`src/rtl/light_pkg.sv`:
```
// light_pkg: shared routine-bus field layout and sequencer state encoding for the light board
package light_pkg;
    localparam int BUS_W    = 47;
    localparam int DONE_BIT = 46;
    localparam int LED_HI   = 45;
    localparam int LED_LO   = 28;
    localparam int SSD_HI   = 27;
    localparam int SSD_LO   = 0;
    localparam logic [27:0] SSD_BLANK = 28'hFFFFFFF;
    typedef enum logic {
        ST_LOAD = 1'b0,
        ST_RUN  = 1'b1
    } state_t;
endpackage

```
`src/rtl/rise_detect.sv`:
```
// rise_detect: one-cycle pulse on a rising input; prev resets high so a level held through reset never pulses
module rise_detect (
    input  logic Clock,
    input  logic Reset,
    input  logic In,
    output logic Pulse
);
    logic prev_q, prev_d;
    always_comb prev_d = In;
    always_ff @(posedge Clock) prev_q <= Reset ? 1'b1 : prev_d;
    assign Pulse = In & ~prev_q;
endmodule

```
`src/rtl/routine_sequencer.sv`:
```
// routine_sequencer: time-shares the LED bar and 7-segment displays among routine blocks, one at a time
module routine_sequencer
    import light_pkg::*;
#(
    parameter int NUM_ROUTINES = 4,
    parameter int SEL_W        = 2,
    parameter int TIMEOUT      = 1024,
    parameter int CNT_W        = 10,
    parameter int MIN_DWELL    = 4
) (
    input  logic                          Clock,
    input  logic                          Reset,
    input  logic                          NextBtn,
    input  logic                          Hold,
    input  logic                          ManualMode,
    input  logic [SEL_W-1:0]              ManualSel,
    input  logic [BUS_W*NUM_ROUTINES-1:0] RoutineBus,
    output logic [NUM_ROUTINES-1:0]       RoutineReset,
    output logic [17:0]                   LedOut,
    output logic [27:0]                   SsdOut,
    output logic [SEL_W-1:0]              ActiveIdx,
    output logic                          Loading,
    output logic [7:0]                    PassCount
);
    localparam logic [SEL_W-1:0] LAST      = SEL_W'(NUM_ROUTINES - 1);
    localparam logic [CNT_W-1:0] DWELL_MAX = CNT_W'(TIMEOUT - 1);
    localparam logic [CNT_W-1:0] DWELL_MIN = CNT_W'(MIN_DWELL);

    state_t           state_q, state_d;
    logic [SEL_W-1:0] idx_q, idx_d;
    logic [CNT_W-1:0] dwell_q, dwell_d;
    logic [7:0]       pass_q, pass_d;
    logic [17:0]      led_q, led_d;
    logic [27:0]      ssd_q, ssd_d;
    logic             next_pulse, sel_ok, auto_adv;
    logic [BUS_W-1:0] bus_sel;

    rise_detect u_next (
        .Clock (Clock),
        .Reset (Reset),
        .In    (NextBtn),
        .Pulse (next_pulse)
    );

    assign bus_sel  = RoutineBus[BUS_W*int'(idx_q) +: BUS_W];
    assign sel_ok   = int'(ManualSel) < NUM_ROUTINES;
    // done is only trusted after MIN_DWELL: a routine may still show done from before its reset
    assign auto_adv = (dwell_q >= DWELL_MIN && (bus_sel[DONE_BIT] || next_pulse)) || dwell_q == DWELL_MAX;

    always_comb begin
        state_d = ST_RUN;
        idx_d   = idx_q;
        dwell_d = '0;
        pass_d  = pass_q;
        led_d   = '0;
        ssd_d   = SSD_BLANK;
        if (state_q == ST_RUN) begin
            dwell_d = dwell_q == DWELL_MAX ? dwell_q : dwell_q + 1'b1;
            led_d   = bus_sel[LED_HI:LED_LO];
            ssd_d   = bus_sel[SSD_HI:SSD_LO];
            if (ManualMode) begin
                if (sel_ok && ManualSel != idx_q) begin
                    idx_d   = ManualSel;
                    state_d = ST_LOAD;
                end
            end else if (!Hold && auto_adv) begin
                idx_d   = idx_q == LAST ? '0 : idx_q + 1'b1;
                pass_d  = idx_q == LAST ? pass_q + 1'b1 : pass_q;
                state_d = ST_LOAD;
            end
        end
    end

    always_ff @(posedge Clock) begin
        if (Reset) begin
            state_q <= ST_LOAD;
            idx_q   <= '0;
            dwell_q <= '0;
            pass_q  <= '0;
            led_q   <= '0;
            ssd_q   <= SSD_BLANK;
        end else begin
            state_q <= state_d;
            idx_q   <= idx_d;
            dwell_q <= dwell_d;
            pass_q  <= pass_d;
            led_q   <= led_d;
            ssd_q   <= ssd_d;
        end
    end

    always_comb begin
        for (int i = 0; i < NUM_ROUTINES; i++) RoutineReset[i] = state_q == ST_LOAD || idx_q != SEL_W'(i);
    end

    assign Loading   = state_q == ST_LOAD;
    assign ActiveIdx = idx_q;
    assign PassCount = pass_q;
    assign LedOut    = led_q;
    assign SsdOut    = ssd_q;
endmodule

```
`config.mk`:
```
export PLATFORM = sky130hd
export DESIGN_NAME = routine_sequencer
export DESIGN_NICKNAME = d
export VERILOG_FILES = /design/src/rtl/light_pkg.sv /design/src/rtl/rise_detect.sv /design/src/rtl/routine_sequencer.sv
export SDC_FILE = /design/constraint.sdc
export NUM_CORES = 1
export LEC_CHECK = 0
export CORE_AREA = 2 2 100 102
export CTS_BUF_LIST = sky130_fd_sc_hd__clkbuf_4 sky130_fd_sc_hd__clkbuf_8 sky130_fd_sc_hd__clkbuf_16
export DETAILED_ROUTE_END_ITERATION = 16
export DIE_AREA = 0 0 102 104
export PLACE_DENSITY = 0.85
export SYNTH_ARGS = -nofsm -noshare
export SYNTH_HDL_FRONTEND = slang
export SYNTH_HIERARCHICAL = 1
export SYNTH_SLANG_ARGS = --single-unit
export TNS_END_PERCENT = 50
```
`constraint.sdc`:
```
create_clock -name Clock -period 4.95 [get_ports Clock]
set_clock_uncertainty 0.2 [all_clocks]
set_input_delay 0.495 -clock Clock [delete_from_list [all_inputs] [get_ports Clock]]
set_output_delay 0.495 -clock Clock [all_outputs]
set_load 0.05 [all_outputs]
```
==> summary.txt, run 1 <==
Power and ir drop
  – Clock power share: 28.3%
  – VDD IR max: 0.1390 mV
  – Sequential Power Share: 41.0%
  – Pwr dens: 228.3 nW/um^2
  – Pleak: 2.260 nW
  – Internal power: 1.021 mW
  – Switch Pwr: 433.2 uW
  – Switching share of power: 29.79%
  – Gate power share: 30.8%

Floorplan
  – Die Wd: 102 microns
  – IO Count: 256
  – # rows: 36
  – Die area: 10610 sq um
  – Initial Utilization: 37.04%
  – Core Box Area: 9549 sq um
  – Die Y: 104 microns

Place
  – Hpwl dp: 10.76 mm
  – Place WS: 1.995 ns
  – Placed Cells: 671
  – GPL Wtd Cong: 0.8951
  – # port buffers: 255

Logic synthesis
  – Synth top cells by count: 68 x dfxtp_1, 47 x mux4_2, 28 x or2_2
  – Post-synth cell types: 38
  – Post-synth design cell area: 3537 sq um
  – Seq/Total Area, Yosys: 38.49%
  – Synth area leader: dfxtp_1
  – Asr flop ratio synth: 0%
  – Synth Net Count: 503
  – YS warnings: 6
  – Synth top area cells: dfxtp_1 38%, mux4_2 30%, or2_2 5.0%
  – Post-synth EDFFs: 0
  – Syn avg cell area: 11.75 sq um
  – Post-synth top flop: dfxtp_1
  – Most frequent cell after synthesis: dfxtp_1
  – Synth top area share: 38.49%
  – Cells after Synth: 301
  – Register bit total from synthesis: 68

Clock network
  – CTS tree: yes
  – Clock Tree Buf Depth: 2
  – Post-CTS setup repair buffer count: 0
  – Clock transition at the registers of the reported paths: 0.08 ns
  – Clk Latency, worst-skew pair: 0.34 ns
  – Num CTS Buffers: 9
  – CTS hold repair buffers: 0
  – CTS H-tree lvls: 3
  – CTS root buf: clkbuf_8
  – Clk sink count: 68
  – Post-CTS resize count: 0

Layout
  – Nets@finish: 751
  – Share of cells above drive strength 1: 18.41%
  – Layout Utilization: 66.71%
  – Layout area overhead: 80.08%
  – Layout Cells excl Fill: 687
  – Antenna cells: 0

Global route
  – Global-route wire length before repair: 19.43 mm
  – Initial antenna violation count: 0
  – Vias in the first global route: 3584
  – Congestion Overflow GR: 0
  – Tot GR Track Use: 24.27%
  – Largest net degree at the start of global routing: 38

Worst hold path
  – Hold Path End: dwell_q[9]$_SDFFE_PP0P_
  – Hold path cells: 1
  – HP Start: dwell_q[9]$_SDFFE_PP0P_
  – Worst Hold Class: reg -> reg

STA
  – Max Freq: 306.7 MHz
  – Final Cycle Share: 65.86%
  – Final Worst Setup Slack: 1.690 ns
  – Max Slew Vio Count: 0
  – RSZ-0062 raised after global routing: false
  – Relative max-transition margin: 56.77%
  – Fin crit period: 3.260 ns
  – Worst-margin pin slew: 0.6465 ns
  – # setup viols final: 0
  – Final hold violations: 0
  – Sum Neg Setup Slack: 0 ns

Routing
  – Final wirelength: 13.18 mm
  – DR top layer: met4
  – Met2 wire len: 6.751 mm
  – WL/cell: 19.18 microns
  – Routed Antenna Nets: 0
  – Initial DRC count: 155
  – Pre-antenna DRT Iters: 4
  – Via Count: 3398
  – Met3 routed WL: 1.183 mm
  – Residual DRC: 0
  – Vias per cell: 4.946
  – Wl on met1: 4.850 mm

Worst setup path
  – Crit-path max FO: 33
  – Critical Path AT: 2.57 ns
  – Critical R2R Launch: ActiveIdx[1]$_SDFFE_PP0P_
  – R2R Setup Slk: 2.33 ns
  – Reg-to-Reg End: PassCount[6]$_SDFFE_PP0P_
  – Worst Setup SP: ActiveIdx[0]$_SDFFE_PP0P_
  – Slowest CP cell: dfxtp_4
  – Critical Path RT: 4.26 ns
  – CP cell instances: buf_4, ha_1, nand2_1, clkdlybuf4s50_1
  – Reg2Reg Depth: 6
  – CP max stage delay: 0.73 ns
  – Startpoint Class: register
  – Crit end category: output port
  – CP Class: reg -> out

Outcome
  – Outcome: finished, final reports clean

Job
  – Max_cap viols: 0
metrics by stage:
stage | power [mW] | cell area (sq um) | hold WS, ns
floorplan | 0.8218 | 3537 | 0.2574
global placement | 1.050 | 6195 | 0.2858
detailed placement | 1.057 | 6195 | 0.3022
CTS | 1.468 | 6370 | 0.3162
global route | 1.514 | 6370 | 0.3622
finish | 1.454 | 6370 | 0.3312
metal layers:
layer	track usage, %	vias to the layer above
li1	-	1602
met2	42.48	154
met3	7.728	30
met1	27.13	1612
met5	0	-
met4	8.952	0
power groups by stage:
stage	Clock, mW	Combinational [mW]	Sequential [mW]
after floorplan	0	0.146	0.676
after global placement	0	0.441	0.609
after detailed placement	0	0.446	0.610
after CTS	0.421	0.449	0.597
after global routing	0.448	0.467	0.600
final	0.411	0.447	0.596
kinds of logic after synthesis:
| logic type | after synthesis | share of synthesized area (%) |
|---|---|---|
| adders and majority gates | 7 | 2.476 |
| DFF | 68 | 38.49 |
| and+or+nand+nor | 111 | 17.37 |
| buffers and inverters | 28 | 3.254 |
| xor gates and xnor gates | 6 | 1.486 |
| AOI/OAI and AO/OA | 27 | 4.846 |
| muxes | 54 | 32.08 |
state kept, by name, summed over array words and instances (netlist names):
register and flops:
SsdOut 28, ActiveIdx 2, u_next/prev_q 1, PassCount 8
state_q 1, dwell_q 10, LedOut 18
cells in the final DEF (no fill, tap or decap), types with 3 or more instances in the layout:
master and n:
or2_2 28, a31oi_1 3, o21ai_0 3, ha_1 7, a21oi_1 11, nor3_1 7
inv_1 7, clkinvlp_4 3, xnor2_1 3, nand2_1 10, and3_1 4, mux4_2 47
nand3_1 7, or4_1 3, clkdlybuf4s50_1 255, nor2_1 18, dfxtp_1 66, xor2_1 3
clkbuf_8 9, nor2b_1 25, mux2_1 4, buf_4 3
critical path, delay by kind of cell, from the launching register on:
family	cells	cell delay, ns
buffers and inverters	2	1.20
adders and majority gates	1	0.21
DFF	1	0.73
and+or+nand+nor	1	0.06
area by class of cell:
cell class | count | area [sq um]
tap | 133 | 166.4
inverter | 7 | 26.28
clock buffer | 9 | 123.9
timing repair buffer | 258 | 2575
sequential | 68 | 1366
fill | 741 | 3179
clock inverter | 7 | 51.30
multi-input combinational | 205 | 2061
how the worst max path moves through the flow:
stage,to
2_1_floorplan,RoutineReset[0]
3_3_place_gp,RoutineReset[1]
3_5_place_dp,RoutineReset[1]
4_1_cts,RoutineReset[1]
5_1_grt,RoutineReset[1]
6_report,RoutineReset[1]
(Power assumes the default switching activity.)
==> run 2: changes to the inputs <==
- CORE_AREA: 2 2 100 102 -> 2 2 109 111
- DIE_AREA: 0 0 102 104 -> 0 0 111 113
- PLACE_DENSITY: 0.85 -> 0.76
- clock period: 4.95 -> 2.8 ns (I/O delays scaled with it)
==> run 2 against run 1 <==
- final area increased by 3.9%
- power increased by 120%
- clock-buffer cell count increased by 4
- sequential share of layout area shrank 0.80 points
- combinational power grew 83%
- non-clock buffer count rose by 6
- flip-flop and latch count unchanged
- final cell count rose by 2.3%
- die area up 18%
- register-to-register slack got worse by 1.9 ns
- critical endpoint is now ActiveIdx[0]
- largest cell class unchanged
==> summary.txt, run 2 (same netlist as run 1, synthesis figures left out) <==
Routing
  – Via Count: 3419 (was 3398)
  – Final wirelength: 12.57 mm (was 13.18 mm)
  – WL/cell: 17.87 microns (was 19.18 microns)
  – Pre-antenna DRT Iters: 4 (unchanged)
  – Routed Antenna Nets: 0 (unchanged)
  – Initial DRC count: 170 (was 155)
  – Residual DRC: 0 (unchanged)
  – Vias per cell: 4.863 (was 4.946)

Layout
  – Most frequent cells in the layout: 251 x clkdlybuf4s50_1, 66 x dfxtp_1, 47 x mux4_2, 28 x or2_2, 25 x nor2b_1 (was 255 x clkdlybuf4s50_1, 66 x dfxtp_1, 47 x mux4_2, 28 x or2_2, 25 x nor2b_1)
  – Nets@finish: 757 (was 751)
  – Share of cells above drive strength 1: 20.00% (was 18.41%)
  – Largest register FFs: 28 (unchanged)
  – Cell area after layout: 6618 sq um (was 6370 sq um)
  – Antenna cells: 0 (unchanged)
  – Layout area overhead: 87.09% (was 80.08%)
  – Commonest non-fill, non-tap cell in the layout: clkdlybuf4s50_1 (unchanged)
  – Layout Utilization: 58.71% (was 66.71%)

Global route
  – Tot GR Track Use: 20.01% (was 24.27%)
  – Initial antenna violation count: 0 (unchanged)
  – Congestion Overflow GR: 0 (unchanged)
  – Largest net degree at the start of global routing: 43 (was 38)
  – Vias in the first global route: 3558 (was 3584)
  – Global-route wire length before repair: 19.42 mm (was 19.43 mm)

STA
  – Final Worst Setup Slack: 0.4235 ns (was 1.690 ns)
  – Final Cycle Share: 84.88%
  – RSZ-0062 raised after global routing: false (unchanged)
  – Relative max-transition margin: 61.19% (was 56.77%)
  – Max Freq: 420.8 MHz
  – Max Slew Vio Count: 0 (unchanged)
  – Final hold violations: 0 (unchanged)
  – Fin crit period: 2.377 ns
  – Sum Neg Setup Slack: 0 ns (unchanged)
  – # setup viols final: 0 (unchanged)
  – Worst-margin pin slew: 0.5803 ns (was 0.6465 ns)

Power and ir drop
  – Pwr dens: 474.9 nW/um^2 (was 228.3 nW/um^2)
  – Pleak: 2.393 nW (was 2.260 nW)
  – VDD IR max: 0.3386 mV (was 0.1390 mV)

Place
  – Hpwl dp: 10.27 mm (was 10.76 mm)
  – # port buffers: 255 (unchanged)
  – GPL Wtd Cong: 0.8189 (was 0.8951)
  – Place WS: 0.3564 ns (was 1.995 ns)
  – Cell area after placement: 6267 sq um (was 6195 sq um)

Outcome
  – Outcome: finished, final reports clean (unchanged)

Floorplan
  – Die Y: 113 microns (was 104 microns)
  – Initial Utilization: 31.38% (was 37.04%)
  – Die Wd: 111 microns (was 102 microns)
  – # rows: 39 (was 36)
  – Core Box Area: 11270 sq um (was 9549 sq um)
  – IO Count: 256 (unchanged)
  – Die area: 12540 sq um (was 10610 sq um)

Worst setup path
  – Critical Path AT: 1.90 ns (was 2.57 ns)
  – Crit end category: output port (unchanged)
  – R2R Setup Slk: 0.44 ns (was 2.33 ns)
  – Startpoint Class: register (unchanged)
  – CP Class: reg -> out (unchanged)
  – Crit-path max FO: 19 (was 33)
  – Critical Path RT: 2.32 ns (was 4.26 ns)

Clock network
  – CTS H-tree lvls: 3 (unchanged)
  – Clk Latency, worst-skew pair: 0.32 ns (was 0.34 ns)
  – Post-CTS resize count: 0 (unchanged)
  – CTS root buf: clkbuf_16 (was clkbuf_8)
  – Clock transition at the registers of the reported paths: 0.05 ns (was 0.08 ns)
  – Clock Tree Buf Depth: 2 (unchanged)
  – CTS tree: yes (unchanged)
  – CTS hold repair buffers: 0 (unchanged)
  – Num CTS Buffers: 9 (unchanged)
  – Clk sink count: 68 (unchanged)
  – Post-CTS setup repair buffer count: 0 (unchanged)

Job
  – Max_cap viols: 0 (unchanged)

Worst hold path
  – Worst Hold Class: reg -> reg (unchanged)
## run 2: cell count changes in the layout (fill, tap and decap cells not counted), sizes merged, moves of 2 or more
cell           before  now
inv                 9    7
clkdlybuf4s50     255  251
clkbuf              9   13
bufinv              0    2
clkinvlp            3    0
buf                 3   13
## run 2: final timing paths
| check | from | to | depth (start not counted) |
|---|---|---|---|
| hold / removal | dwell_q[9]$_SDFFE_PP0P_ | dwell_q[9]$_SDFFE_PP0P_ | 1 |
| setup / recovery | ActiveIdx[0]$_SDFFE_PP0P_ | ActiveIdx[0] | 2 |
| setup reg to reg | dwell_q[0]$_SDFFE_PP0P_ | PassCount[7]$_SDFFE_PP0P_ | 6 |
| hold reg to reg | dwell_q[9]$_SDFFE_PP0P_ | dwell_q[9]$_SDFFE_PP0P_ | 1 |
## run 2: critical path, cell delays in order (launching register included)
cell and delay, ns:
dfxtp_4 0.37, buf_4 0.32, clkdlybuf4s50_1 0.87
## run 2: routing by layer
metal / GRT usage [%] / vias to the layer above / wire length, microns
li1: - / 1615 / -
met1: 22.46 / 1641 / 4752
met2: 36.32 / 132 / 6634
met3: 4.928 / 31 / 778
met4: 8.500 / 0 / 399
met5: 0 / - / 0
## run 2: power by group
group / switching [mW] / total [mW] / internal (mW)
Sequential: 0.0172 / 1.03 / 1.01
Clock: 0.402 / 1.29 / 0.891
Combinational: 0.341 / 0.820 / 0.479
Total: 0.759 / 3.14 / 2.38
## run 2: cell type report
class	count	area, sq um
flip-flops and latches	68	1366
well taps	143	178.9
inverters	7	26.28
multi-input cells	205	2061
fillers	943	4654
repair buffers	264	2635
clock buffers	13	285.3
clock inverters	3	65.06
## run 2: through the flow
| step | hold slack (ns) | total power, mW | cells |
|---|---|---|---|
| final | 0.3082 | 3.142 | 703 |
| after CTS | 0.2970 | 3.187 | 703 |
| after global placement | 0.2709 | 1.864 | 687 |
| after global routing | 0.3660 | 3.266 | 703 |
| after detailed placement | 0.2927 | 1.876 | 687 |
| after floorplan | 0.1771 | 1.453 | 301 |
